===== config.mk =====
export PLATFORM = sky130hd
export DESIGN_NAME = dot_product_stream
export DESIGN_NICKNAME = d
export VERILOG_FILES = /design/src/rtl/dot_pkg.sv /design/src/rtl/dot_product_stream_mul_reg.sv /design/src/rtl/dot_product_stream.sv
export SDC_FILE = /design/constraint.sdc
export NUM_CORES = 1
export LEC_CHECK = 0
export ABC_AREA = 1
export BUFFER_PORTS_ARGS = -buffer_cell sky130_fd_sc_hd__clkbuf_2
export CAP_MARGIN = 20
export CORE_MARGIN = 2
export CORE_UTILIZATION = 40
export CTS_BUF_LIST = sky130_fd_sc_hd__clkbuf_16
export DETAILED_ROUTE_END_ITERATION = 6
export GPL_TIMING_DRIVEN = 0
export PLACE_DENSITY_LB_ADDON = 0.1
export SYNTH_ARGS = -nofsm -noshare
export SYNTH_HDL_FRONTEND = slang
export SYNTH_HIERARCHICAL = 1
export SYNTH_SLANG_ARGS = --single-unit
export TNS_END_PERCENT = 50

===== constraint.sdc =====
create_clock -name clk -period 12.77 [get_ports clk]
set_input_delay 0.6385 -clock clk [delete_from_list [all_inputs] [get_ports clk]]
set_output_delay 0.6385 -clock clk [all_outputs]
set_load 0.1 [all_outputs]

===== src/rtl/dot_pkg.sv =====
// -----------------------------------------------------------------------------
// dot_pkg
// Shared types and helpers for the dot_product_stream block.
//   state_e     : top-level FSM states (ACC, DRAIN, OUT).
//   acc_width() : accumulator width that cannot overflow for n products of
//                 two w-bit signed operands.
//   sat_narrow(): clamps a wide signed sum into the signed w-bit range.
// Helpers operate on fixed maximum widths so that any W <= MAX_W can use them.
// The caller sign-extends into MAX_ACC_W bits and size-casts the result down.
// -----------------------------------------------------------------------------
package dot_pkg;

  localparam int MAX_W     = 64;
  localparam int MAX_ACC_W = 2 * MAX_W + 32;

  typedef enum logic [1:0] {
    ST_ACC   = 2'd0,
    ST_DRAIN = 2'd1,
    ST_OUT   = 2'd2
  } state_e;

  function automatic int acc_width(input int w, input int n);
    return 2 * w + $clog2(n);
  endfunction

  function automatic logic [MAX_W-1:0] sat_narrow(
    input logic signed [MAX_ACC_W-1:0] acc,
    input int                          w
  );
    logic signed [MAX_ACC_W-1:0] max_pos;
    logic signed [MAX_ACC_W-1:0] min_neg;
    logic signed [MAX_ACC_W-1:0] clamped;
    max_pos = (MAX_ACC_W'(1) << (w - 1)) - MAX_ACC_W'(1);
    min_neg = ~max_pos;
    if (acc > max_pos) begin
      clamped = max_pos;
    end else if (acc < min_neg) begin
      clamped = min_neg;
    end else begin
      clamped = acc;
    end
    return clamped[MAX_W-1:0];
  endfunction

endpackage


===== src/rtl/dot_product_stream_mul_reg.sv =====
// -----------------------------------------------------------------------------
// mul_reg
// Stage-1 boundary of dot_product_stream: signed W x W multiply followed by an
// output register and a valid flag. Kept as its own module so that synthesis
// can map it onto a DSP block with its internal output register.
// Ports:
//   clk, rst      clock, synchronous active-high reset
//   en            capture a new product this cycle (an operand pair is popped)
//   a, b          W-bit two's-complement operands
//   prod          registered 2W-bit signed product
//   prod_v        prod holds a product that has not yet been accumulated
// -----------------------------------------------------------------------------
module mul_reg
  import dot_pkg::*;
#(
  parameter int W = 16
) (
  input  logic           clk,
  input  logic           rst,
  input  logic           en,
  input  logic [W-1:0]   a,
  input  logic [W-1:0]   b,
  output logic [2*W-1:0] prod,
  output logic           prod_v
);

  logic signed [2*W-1:0] a_ext;
  logic signed [2*W-1:0] b_ext;
  logic signed [2*W-1:0] prod_d, prod_q;
  logic                  prod_v_d, prod_v_q;

  // Operands are sign-extended to the full product width first; the low 2W
  // bits of a 2W x 2W multiply equal the exact W x W signed product.
  assign a_ext = {{W{a[W-1]}}, a};
  assign b_ext = {{W{b[W-1]}}, b};

  // NOTE: every variable written here gets a default first, so no path
  // leaves it unassigned and no latch is inferred.
  always_comb begin
    prod_d   = prod_q;
    prod_v_d = en;
    if (en) begin
      prod_d = a_ext * b_ext;
    end
  end

  // NOTE: state is updated with non-blocking assignments so every flop
  // samples the pre-edge values regardless of process ordering.
  always_ff @(posedge clk) begin
    if (rst) begin
      prod_q   <= '0;
      prod_v_q <= 1'b0;
    end else begin
      prod_q   <= prod_d;
      prod_v_q <= prod_v_d;
    end
  end

  assign prod   = prod_q;
  assign prod_v = prod_v_q;

endmodule


===== src/rtl/dot_product_stream.sv =====
// -----------------------------------------------------------------------------
// dot_product_stream
// Joins two operand streams (A and B fifo outputs), multiplies element pairs
// and accumulates N products into one signed dot product, which is presented
// on a valid/ready output.
// Ports:
//   clk, rst            clock, synchronous active-high reset
//   a_data/a_valid/a_ready   A operand stream (a_ready = pop)
//   b_data/b_valid/b_ready   B operand stream (b_ready = pop)
//   m_data/m_valid/m_ready   result stream, m_data held until accepted
// Build option:
//   DOT_SAT_EN  defined   -> m_data is the sum saturated to the W-bit range
//               undefined -> m_data is the sum truncated to its low W bits
// Timing: last pop in cycle t -> m_valid in cycle t+2; N+2 cycles per result
// with continuous operands and no output stall.
// -----------------------------------------------------------------------------
module dot_product_stream
  import dot_pkg::*;
#(
  parameter int W = 16,
  parameter int N = 8
) (
  input  logic         clk,
  input  logic         rst,
  input  logic [W-1:0] a_data,
  input  logic         a_valid,
  output logic         a_ready,
  input  logic [W-1:0] b_data,
  input  logic         b_valid,
  output logic         b_ready,
  output logic [W-1:0] m_data,
  output logic         m_valid,
  input  logic         m_ready
);

  localparam int ACC_W = acc_width(W, N);
  localparam int CNT_W = $clog2(N);
  localparam logic [CNT_W-1:0] LAST_BEAT = CNT_W'(N - 1);

  state_e                   state_d, state_q;
  logic [CNT_W-1:0]         cnt_d, cnt_q;
  logic signed [ACC_W-1:0]  acc_d, acc_q;
  logic [W-1:0]             m_data_d, m_data_q;
  logic                     m_valid_d, m_valid_q;

  logic                     pop;
  logic [2*W-1:0]           prod;
  logic                     prod_v;
  logic signed [ACC_W-1:0]  prod_ext;
  logic signed [ACC_W-1:0]  sum_next;
  logic [W-1:0]             narrowed;

  // Join: a pair is popped only when both sides are valid. Ready is a function
  // of valid (never the reverse), so no combinational loop with a FWFT fifo.
  assign pop     = (state_q == ST_ACC) && a_valid && b_valid && !rst;
  assign a_ready = pop;
  assign b_ready = pop;

  mul_reg #(.W(W)) u_mul_reg (
    .clk    (clk),
    .rst    (rst),
    .en     (pop),
    .a      (a_data),
    .b      (b_data),
    .prod   (prod),
    .prod_v (prod_v)
  );

  assign prod_ext = {{(ACC_W - 2 * W){prod[2*W-1]}}, prod};
  assign sum_next = prod_v ? (acc_q + prod_ext) : acc_q;

`ifdef DOT_SAT_EN
  assign narrowed = W'(sat_narrow(MAX_ACC_W'(sum_next), W));
`else
  assign narrowed = sum_next[W-1:0];
`endif

  always_comb begin
    state_d   = state_q;
    cnt_d     = cnt_q;
    acc_d     = sum_next;
    m_data_d  = m_data_q;
    m_valid_d = m_valid_q;
    unique case (state_q)
      ST_ACC: begin
        if (pop) begin
          if (cnt_q == LAST_BEAT) begin
            cnt_d   = '0;
            state_d = ST_DRAIN;
          end else begin
            cnt_d = cnt_q + CNT_W'(1);
          end
        end
      end
      ST_DRAIN: begin
        // The last product lands in acc at this edge; the result register
        // captures the same final sum so it is visible together with m_valid.
        state_d   = ST_OUT;
        m_valid_d = 1'b1;
        m_data_d  = narrowed;
      end
      ST_OUT: begin
        if (m_ready) begin
          m_valid_d = 1'b0;
          acc_d     = '0;
          state_d   = ST_ACC;
        end
      end
      default: begin
        state_d = ST_ACC;
      end
    endcase
  end

  always_ff @(posedge clk) begin
    if (rst) begin
      state_q   <= ST_ACC;
      cnt_q     <= '0;
      acc_q     <= '0;
      m_data_q  <= '0;
      m_valid_q <= 1'b0;
    end else begin
      state_q   <= state_d;
      cnt_q     <= cnt_d;
      acc_q     <= acc_d;
      m_data_q  <= m_data_d;
      m_valid_q <= m_valid_d;
    end
  end

  assign m_data  = m_data_q;
  assign m_valid = m_valid_q;

endmodule


==> qor.txt, run 1 <==
CTS Sinks -> 55
CP Launch Point -> b_data[1]
DP Wirelength -> 15.37 mm
critical path class -> in -> reg
Finished Layout Cells -> 1383
yosys warns -> 6
Core Region -> 18710 µm²
setup bufs post-CTS -> 0
Seq pwr share -> 0.137
I/O pin total -> 56
global route hottest layer -> met2
Buf/Inv on CP -> 7
Tmin final -> 5.704 ns
first-pass GRT wire length -> 29.66 mm
clock buffer depth -> 2
Post-DP Area -> 8070 µm²
Die H -> 142.2 µm
TNS Setup -> 0 ns
drt via density -> 4.446
global-route track usage on met1 -> 0.2415
Slowest-stage cell, CP -> fa_1
Clock power frac -> 0.108
CTS hold repair buffers -> 0
H-tree levels -> 2
Routed WL -> 17.85 mm
Area Growth Syn to Fin -> 7.716%
Initial Util -> 0.4083
fillers -> 2042
synthesized area -> 7637 µm²
internal power -> 0.0006406 W
via count -> 6149
CP max stage delay -> 0.56 ns
fin area -> 8227 µm²
Lkg Pwr -> 4.943 nW
initial antenna violation count -> 0
Initial DRC Count -> 197
HP Class -> reg -> reg
Comb power frac -> 0.755
post-cts resize count -> 0
Startpoint Class -> input port
CTS Root Cell -> clkbuf_16
drt drc -> 0
CP required -> 12.97 ns
TritonRoute pass-1 iters -> 7
most used cell along the critical path -> fa_1
CP Max Fanout -> 10
r2r endpoint -> u_mul_reg/prod[13]$_SDFFE_PP0P_
sw frac -> 0.5236
Cells after DPL -> 1375
Max Slew Vio Count -> 0
Synthesized Nets -> 1324
Total Power -> 0.001345 W
vias in the first global route -> 6025
synthesized instance count -> 1113
Setup violations, final -> 0
Slew HR -> 0.5879
Mapped Avg Cell Area -> 6.862 µm²
antenna diode count -> 0
die area -> 20220 µm²
CTS tree -> yes
Clock transition at path regs -> 0.08 ns
CP endpoint kind -> flop
Reg area -> 1101 µm²
measured slew at the worst slew-check pin -> 0.6181 ns
GRT met2 Usage -> 0.3468
Worst Setup EP -> u_mul_reg/prod[15]$_SDFFE_PP0P_
period utilization -> 0.4467
Worst path top cell family by delay -> adder cells
DIE WIDTH -> 142.2 µm
outcome -> completed
Clock Skews -> 0.008089 ns
Max Fclk -> 175.3 MHz
total gr overflow -> 0
Total Routing Usage GR -> 0.1864
PwrDens -> 163.5 nW/µm²
Multi-input gate area -> 5075 µm²
worst path arrival time -> 5.90 ns
Max Cap Viol -> 0
largest net degree at the start of global routing -> 21
Inserted Clock Buffers -> 5
Fin. Hold Viols -> 0
RR Startpoint -> state_q[1]$_SDFFE_PP0P_
CP Cell Sequence -> clkbuf_1 > clkbuf_1 > nand2_1 > fa_1 > fa_1 > fa_1 > inv_1 > fa_1 > fa_1 > inv_1 > fa_1 > inv_1 > ha_1 > nand2_1 > inv_2 > a21oi_2 > nand3_2 > xor2_1 > o21ai_0 > inv_1
Reg2Reg Setup Slack -> 10.78 ns
Sw Pwr -> 0.0007041 W
# rows -> 50
Final ANT Viol Nets -> 0
# port buffers -> 28
maximum VDD drop -> 0.1435 mV
gpl congestion -> 0.8372
RSZ-0062 raised after global routing -> no
Worst path depth -> 20
DR WL/cell -> 12.91 µm
nets -> 1359
Skew-Pair Late Insertion Delay -> 0.30 ns
r2r worst-path depth -> 8
share of cells above drive strength 1 -> 0.05222
met3 usage -> 0.009421
## worst reg2reg max path, stage by stage, from the launching register on
cell and delay, ns:
dfxtp_1 0.34, nor2_1 0.10, nand4_1 0.22, inv_1 0.21, clkbuf_1 0.28, inv_1 0.18
clkbuf_1 0.27, o21ai_0 0.23, inv_1 0.05
## worst min-delay path by stage
| stage | start | endpoint | slack [ns] | depth (start not counted) |
|---|---|---|---|---|
| 2_1_floorplan | u_mul_reg/prod[0]$_SDFFE_PP0P_ | u_mul_reg/prod[0]$_SDFFE_PP0P_ | 0.45 | 2 |
| 3_3_place_gp | m_valid$_SDFFE_PP0P_ | m_valid$_SDFFE_PP0P_ | 0.46 | 2 |
| 3_5_place_dp | m_valid$_SDFFE_PP0P_ | m_valid$_SDFFE_PP0P_ | 0.46 | 2 |
| 4_1_cts | m_valid$_SDFFE_PP0P_ | m_valid$_SDFFE_PP0P_ | 0.47 | 2 |
| 5_1_grt | m_valid$_SDFFE_PP0P_ | m_valid$_SDFFE_PP0P_ | 0.49 | 2 |
| 6_report | m_valid$_SDFFE_PP0P_ | m_valid$_SDFFE_PP0P_ | 0.47 | 2 |
## power by group through the flow
stage | sequential, W | clock, W | combinational (W)
floorplan | 0.000186 | 0 | 0.000773
global placement | 0.000189 | 0 | 0.00104
detailed placement | 0.000189 | 0 | 0.00104
CTS | 0.000185 | 0.000152 | 0.00105
global route | 0.000185 | 0.000160 | 0.00118
finish | 0.000184 | 0.000146 | 0.00101
## area by class of cell
class                           count  share of cell area
Buffer                             77             0.03848
Clock inverter                      3            0.003802
Sequential cell                    55              0.1338
Multi-Input combinational cell    676              0.6169
Inverter                          305              0.1392
Timing Repair Buffer               28             0.01703
Tap cell                          234             0.03559
Clock buffer                        5             0.01521
## stage by stage
stage / setup WS [ns] / hold slack [ns] / utilization
2_1_floorplan: 7.309 / 0.4468 / -
3_3_place_gp: 6.710 / 0.4588 / 0.4314
3_5_place_dp: 6.707 / 0.4580 / 0.4314
4_1_cts: 7.020 / 0.4725 / 0.4398
5_1_grt: 6.733 / 0.4935 / 0.4398
6_report: 7.066 / 0.4691 / 0.4398
## sequential cells by signal, summed over array words and instances (netlist names)
name and flops:
m_valid 1, m_data 16, state_q 2, u_mul_reg/prod_v 1, cnt_q 3, acc_q 16
u_mul_reg/prod 16
## layout by cell type (no fill, tap or decap), drive strengths merged, types with 3 or more instances in the layout
cell type / n
xnor2: 5
ha: 79
dfxtp: 55
a21oi: 28
buf: 12
nor2: 81
inv: 307
o21ai: 28
nor3: 3
nand3: 45
clkbuf: 98
fa: 95
nand2: 288
o211ai: 5
xor2: 10
## routing by layer
| layer | part of all wire | up-vias | routed length [µm] |
|---|---|---|---|
| li1 | - | 3238 | - |
| met1 | 0.46 | 2821 | 8208 |
| met2 | 0.51 | 81 | 9083 |
| met3 | 0.024 | 9 | 422 |
| met4 | 0.0078 | 0 | 139 |
| met5 | 0 | - | 0 |
Power figures use the tool's default switching activity.
==> run 2: changes to the inputs <==
--- a/config.mk
+++ b/config.mk
@@ -5,7 +5,7 @@
 export SDC_FILE = /design/constraint.sdc
 export NUM_CORES = 1
 export LEC_CHECK = 0
-export ABC_AREA = 1
+export ABC_AREA = 0
 export BUFFER_PORTS_ARGS = -buffer_cell sky130_fd_sc_hd__clkbuf_2
 export CAP_MARGIN = 20
 export CORE_MARGIN = 2
==> constraint.sdc (replaced) <==
create_clock -name clk -period 5.6 [get_ports clk]
set_input_delay 0.28 -clock clk [delete_from_list [all_inputs] [get_ports clk]]
set_output_delay 0.28 -clock clk [all_outputs]
set_load 0.1 [all_outputs]
==> run 2 against run 1 <==
  * Routed wire length is 6.7% lower
  * Cell area fell by 6.1%
  * Count of clock-buffer cells in the layout is the same
  * Critical path type unchanged
  * Largest cell class unchanged
  * Largest power group unchanged
==> qor.txt, run 2 <==
yosys warns -> 6
DP Wirelength -> 14.55 mm
Final ANT Viol Nets -> 0
Worst path top cell family by delay -> adder cells
fillers -> 1750
CP Max Fanout -> 7
Clock transition at path regs -> 0.07 ns
fin util -> 0.4482
Tmin final -> 5.230 ns
Fin. Hold Viols -> 0
Sw Pwr -> 0.001478 W
PwrDens -> 394.1 nW/µm²
pre-CTS setup slack -> -0.09717 ns
share of cells above drive strength 1 -> 0.07763
commonest non-fill, non-tap cells in the layout -> inv_1, fa_1, nand2_1
# port buffers -> 52
HP Class -> in -> reg
nets -> 1086
Clock power frac -> 0.116
Core Region -> 17240 µm²
Startpoint Class -> input port
synthesized instance count -> 818
period utilization -> 0.9340
TritonRoute pass-1 iters -> 4
CTS Sinks -> 55
synthesized area -> 7025 µm²
I/O pin total -> 56
Max Fclk -> 191.2 MHz
Synthesized Nets -> 1029
most common cell after layout, fill and taps aside -> inv_1
routed wl met2 -> 7.653 mm
Die H -> 136.5 µm
drt via density -> 4.904
max layer used -> met4
largest net degree at the start of global routing -> 17
first-pass GRT wire length -> 27.95 mm
measured slew at the worst slew-check pin -> 0.6392 ns
CP Cell Sequence -> clkbuf_2 > buf_1 > and2_1 > fa_1 > inv_1 > fa_1 > fa_1 > fa_1 > inv_1 > fa_1 > inv_1 > fa_1 > inv_1 > ha_1 > a211oi_2 > o21bai_1 > a21o_1 > a21oi_1 > xnor2_1 > mux2i_1 > nor2_1
H-tree levels -> 2
RSZ-0062 raised after global routing -> no
maximum VDD drop -> 0.3213 mV
Initial DRC Count -> 224
drt drc -> 0
gpl congestion -> 0.8759
WL met1 -> 8.467 mm
Max Cap Viol -> 0
CP required -> 5.84 ns
wire length on met3 -> 448 µm
Max Slew Vio Count -> 0
Initial Util -> 0.4076
most used cell along the critical path -> fa_1
CTS Root Cell -> clkbuf_16
Seq pwr share -> 0.143
Worst path depth -> 21
Mapped Avg Cell Area -> 8.589 µm²
Total Routing Usage GR -> 0.1916
Lkg Pwr -> 3.689 nW
cell depth of the worst hold path -> 3
outcome -> completed
Slew HR -> 0.5738
internal power -> 0.001566 W
# rows -> 48
Slowest-stage cell, CP -> fa_1
hold_ws -> 0.2938 ns
die area -> 18640 µm²
Total Power -> 0.003044 W
r2r worst-path depth -> 9
critical path class -> in -> reg
antenna diode count -> 0
Clock Skews -> 0.003441 ns
Multi-input gate area -> 5174 µm²
Area Growth Syn to Fin -> 9.955%
hold path start -> m_ready
Comb power frac -> 0.741
total gr overflow -> 0
CTS tree -> yes
CP Launch Point -> b_data[5]
sw frac -> 0.4856
initial antenna violation count -> 0
via count -> 5399
worst path arrival time -> 5.47 ns
DIE WIDTH -> 136.5 µm
CP endpoint kind -> flop
Inserted Clock Buffers -> 5
Reg area -> 1101 µm²
clock buffer depth -> 2
Setup violations, final -> 0
CP max stage delay -> 0.56 ns
vias in the first global route -> 5527
Buf/Inv on CP -> 6
Routed WL -> 16.66 mm
DR WL/cell -> 15.14 µm
RR Startpoint -> u_mul_reg/prod[0]$_SDFFE_PP0P_
final worst slack -> 0.3696 ns
Skew-Pair Late Insertion Delay -> 0.30 ns
==> run 2: layout make-up <==
| cell class | count | area share |
|---|---|---|
| inverter | 148 | 0.07191 |
| sequential | 55 | 0.1425 |
| tap | 225 | 0.03644 |
| clock buffer | 5 | 0.01620 |
| clock inverter | 3 | 0.005021 |
| multi-input combinational | 564 | 0.6697 |
| timing repair buffer | 53 | 0.03434 |
| buffer | 48 | 0.02381 |
==> run 2: final timing paths <==
path	to	slack, ns
worst max register to register	m_data[12]$_SDFFE_PP0P_	2.99
worst max-delay path	u_mul_reg/prod[15]$_SDFFE_PP0P_	0.37
worst min register to register	m_valid$_SDFFE_PP0P_	0.47
worst min-delay path	state_q[1]$_SDFFE_PP0P_	0.29
==> run 2: timing repair <==
item / 4_1_cts / 5_1_grt
resized for setup: 0 / 0
hold buffers: 0 / 0
setup buffers: 0 / 0
endpoints found under the setup margin: 0 / 2
==> run 2: per-layer routing <==
layer / up-vias / track usage
li1: 2659 / -
met1: 2655 / 0.2857
met2: 76 / 0.3017
met3: 9 / 0.02519
met4: 0 / 0.02951
met5: - / 0
==> run 2: worst reg2reg max path, stage by stage (launching register included) <==
cell      delay (ns)
dfxtp_1         0.35
ha_1            0.23
fa_1            0.41
a21o_1          0.20
a311o_2         0.43
a221oi_1        0.36
nand3b_1        0.11
o21ai_0         0.09
a21oi_1         0.12
a211oi_1        0.23
==> run 2: per-stage QoR <==
stage	std cells	setup TNS [ns]	area, µm²
3_3_place_gp	1095	-0.03616	7567
2_1_floorplan	818	0	7025
6_report	1101	0	7725
5_1_grt	1101	0	7725
3_5_place_dp	1095	-0.09717	7567
4_1_cts	1103	0	7731
==> run 2: power groups by stage <==
stage          combinational [W]  sequential [W]  clock [W]
2_1_floorplan            0.00165        0.000437          0
3_3_place_gp             0.00222        0.000444          0
3_5_place_dp             0.00226        0.000445          0
4_1_cts                  0.00228        0.000435   0.000363
5_1_grt                  0.00260        0.000438   0.000382
6_report                 0.00225        0.000435   0.000354
==> run 3: changes to the inputs <==
==> constraint.sdc (replaced) <==
create_clock -name clk -period 5.6 [get_ports clk]
set_input_delay 0.56 -clock clk [delete_from_list [all_inputs] [get_ports clk]]
set_output_delay 0.56 -clock clk [all_outputs]
set_load 0.1 [all_outputs]
==> run 3 against run 2 <==
  * First-iteration DRC count decreased by 3.6%
  * Via count shrank 0.96%
  * Critical path depth stayed put
  * Utilization increased by 0.25 points
  * Sequential power about the same
  * Largest power group unchanged
  * Maximum frequency decreased by 1.9%
  * Cell area is 0.57% higher
  * Final cell count fell by 0.18%
  * Combinational power increased by 9.3%
  * Hold slack improved by 0.17 ns
  * Clock power is essentially flat
==> qor.txt, run 3 (same netlist as run 2, synthesis figures left out) <==
Initial DRC Count -> 216
CP Max Fanout -> 7
clock buffer depth -> 2
Core Region -> 17240 µm²
Fin. Hold Viols -> 0
worst path arrival time -> 5.57 ns
Multi-input gate area -> 5214 µm²
measured slew at the worst slew-check pin -> 0.6412 ns
Reg2Reg Setup Slack -> 2.99 ns
vias in the first global route -> 5522
CP endpoint kind -> flop
Routed WL -> 16.56 mm
CP required -> 5.83 ns
critical path class -> in -> reg
largest net degree at the start of global routing -> 17
drt via density -> 4.865
CTS Root Cell -> clkbuf_16
Setup violations, final -> 0
worst hold endpoint -> m_valid$_SDFFE_PP0P_
most used cell along the critical path -> fa_1
total gr overflow -> 0
Worst path depth -> 21
# rows -> 48
CP max stage delay -> 0.55 ns
final worst slack -> 0.2668 ns
gpl congestion -> 0.8759
hold path start -> m_valid$_SDFFE_PP0P_
CP Cell Sequence -> buf_2 > buf_4 > and2_1 > fa_1 > inv_1 > fa_1 > fa_1 > fa_1 > inv_1 > fa_1 > inv_1 > fa_1 > inv_1 > ha_4 > a211oi_4 > o21bai_1 > a21o_1 > a21oi_2 > xnor2_1 > mux2i_1 > nor2_1
Lkg Pwr -> 3.705 nW
HP Class -> reg -> reg
die area -> 18640 µm²
CTS Sinks -> 55
pre-CTS setup slack -> -0.3772 ns
antenna diode count -> 0
Skew-Pair Late Insertion Delay -> 0.29 ns
PwrDens -> 417.5 nW/µm²
most common cell after layout, fill and taps aside -> inv_1
fillers -> 1743
share of cells above drive strength 1 -> 0.08810
TritonRoute pass-1 iters -> 5
Die H -> 136.5 µm
fin util -> 0.4507
commonest non-fill, non-tap cells in the layout -> inv_1, fa_1, nand2_1
Initial Util -> 0.4076
Clock Skews -> 0.003518 ns
Max Fclk -> 187.5 MHz
r2r worst-path depth -> 9
outcome -> completed
period utilization -> 0.9524
DP Wirelength -> 14.55 mm
drt drc -> 0
DIE WIDTH -> 136.5 µm
cell depth of the worst hold path -> 2
Inserted Clock Buffers -> 5
r2r endpoint -> m_data[12]$_SDFFE_PP0P_
Total Routing Usage GR -> 0.1916
Buf/Inv on CP -> 6
Final ANT Viol Nets -> 0
Clock transition at path regs -> 0.07 ns
Tmin final -> 5.333 ns
Max Slew Vio Count -> 0
RR Startpoint -> u_mul_reg/prod[0]$_SDFFE_PP0P_
Reg area -> 1101 µm²
Slowest-stage cell, CP -> fa_1
first-pass GRT wire length -> 27.92 mm
# port buffers -> 52
nets -> 1084
CTS hold repair buffers -> 0
DR WL/cell -> 15.06 µm
Startpoint Class -> input port
initial antenna violation count -> 0
CTS tree -> yes
via count -> 5347
Max Cap Viol -> 0
Area Growth Syn to Fin -> 10.58%
I/O pin total -> 56
maximum VDD drop -> 0.3523 mV
H-tree levels -> 2
Slew HR -> 0.5725
Worst path top cell family by delay -> adder cells
## run 3: cell types whose count changed in the layout (fill, tap and decap cells not counted), sizes merged
| cell | delta |
|---|---|
| buf | +2 |
| clkbuf | -4 |
## run 3: worst reg2reg max path, delay by kind of cell, from the launching register on
family	cells	cell delay, ns
AO/OA/AOI/OAI	6	1.42
adder cells (fa/ha/maj)	2	0.64
flip-flops	1	0.35
AND/OR/NAND/NOR	1	0.11
## run 3: what timing repair did
action,4_1_cts,5_1_grt
hold endpoints to repair,0,0
setup buffers,0,1
resized for setup,0,17
endpoints found under the setup margin,1,3
pin swaps,0,3
## run 3: layout make-up
cell class                      count  area share
Buffer                             45     0.02319
Clock buffer                        5     0.01611
Clock inverter                      3    0.004993
Inverter                          148     0.07151
Multi-Input combinational cell    564      0.6711
Sequential cell                    55      0.1417
Tap cell                          225     0.03624
Timing Repair Buffer               54     0.03511
## run 3: per-stage QoR
stage / instances / area, µm² / setup TNS [ns] / hold WS [ns] / power, W
6_report: 1099 / 7769 / 0 / 0.4673 / 0.003243
5_1_grt: 1099 / 7769 / -0.00008615 / 0.4878 / 0.003625
4_1_cts: 1100 / 7720 / 0 / 0.4694 / 0.003079
3_5_place_dp: 1095 / 7567 / -0.7657 / 0.4516 / 0.002701
3_3_place_gp: 1095 / 7567 / -0.5786 / 0.4420 / 0.002666
2_1_floorplan: 818 / 7025 / 0 / 0.4488 / 0.002090
## run 3: per-layer routing
metal  share of wire  vias to the layer above  track usage  wire (µm)
li1                -                     2651            -          -
met1            0.50                     2619       0.2857       8355
met2            0.46                       69       0.3003       7591
met3           0.032                        8      0.02667        530
met4          0.0048                        0      0.02951         79
met5               0                        -            0          0
## run 3: worst max-delay path by stage
stage | from | end | slack, ns
floorplan | b_data[3] | u_mul_reg/prod[15]$_SDFFE_PP0P_ | 0.25
global placement | b_data[3] | u_mul_reg/prod[15]$_SDFFE_PP0P_ | -0.32
detailed placement | b_data[3] | u_mul_reg/prod[15]$_SDFFE_PP0P_ | -0.38
CTS | b_data[5] | u_mul_reg/prod[15]$_SDFFE_PP0P_ | 0.03
global route | b_data[5] | u_mul_reg/prod[15]$_SDFFE_PP0P_ | -0.00009
finish | b_data[5] | u_mul_reg/prod[15]$_SDFFE_PP0P_ | 0.27
## run 3: report_power, final
| group | switching (W) | internal (W) | leakage (nW) | total (W) |
|---|---|---|---|---|
| combinational | 0.00140 | 0.00106 | 3.18 | 0.00246 |
| sequential | 0.0000172 | 0.000418 | 0.445 | 0.000435 |
| clock | 0.000143 | 0.000209 | 0.0812 | 0.000352 |
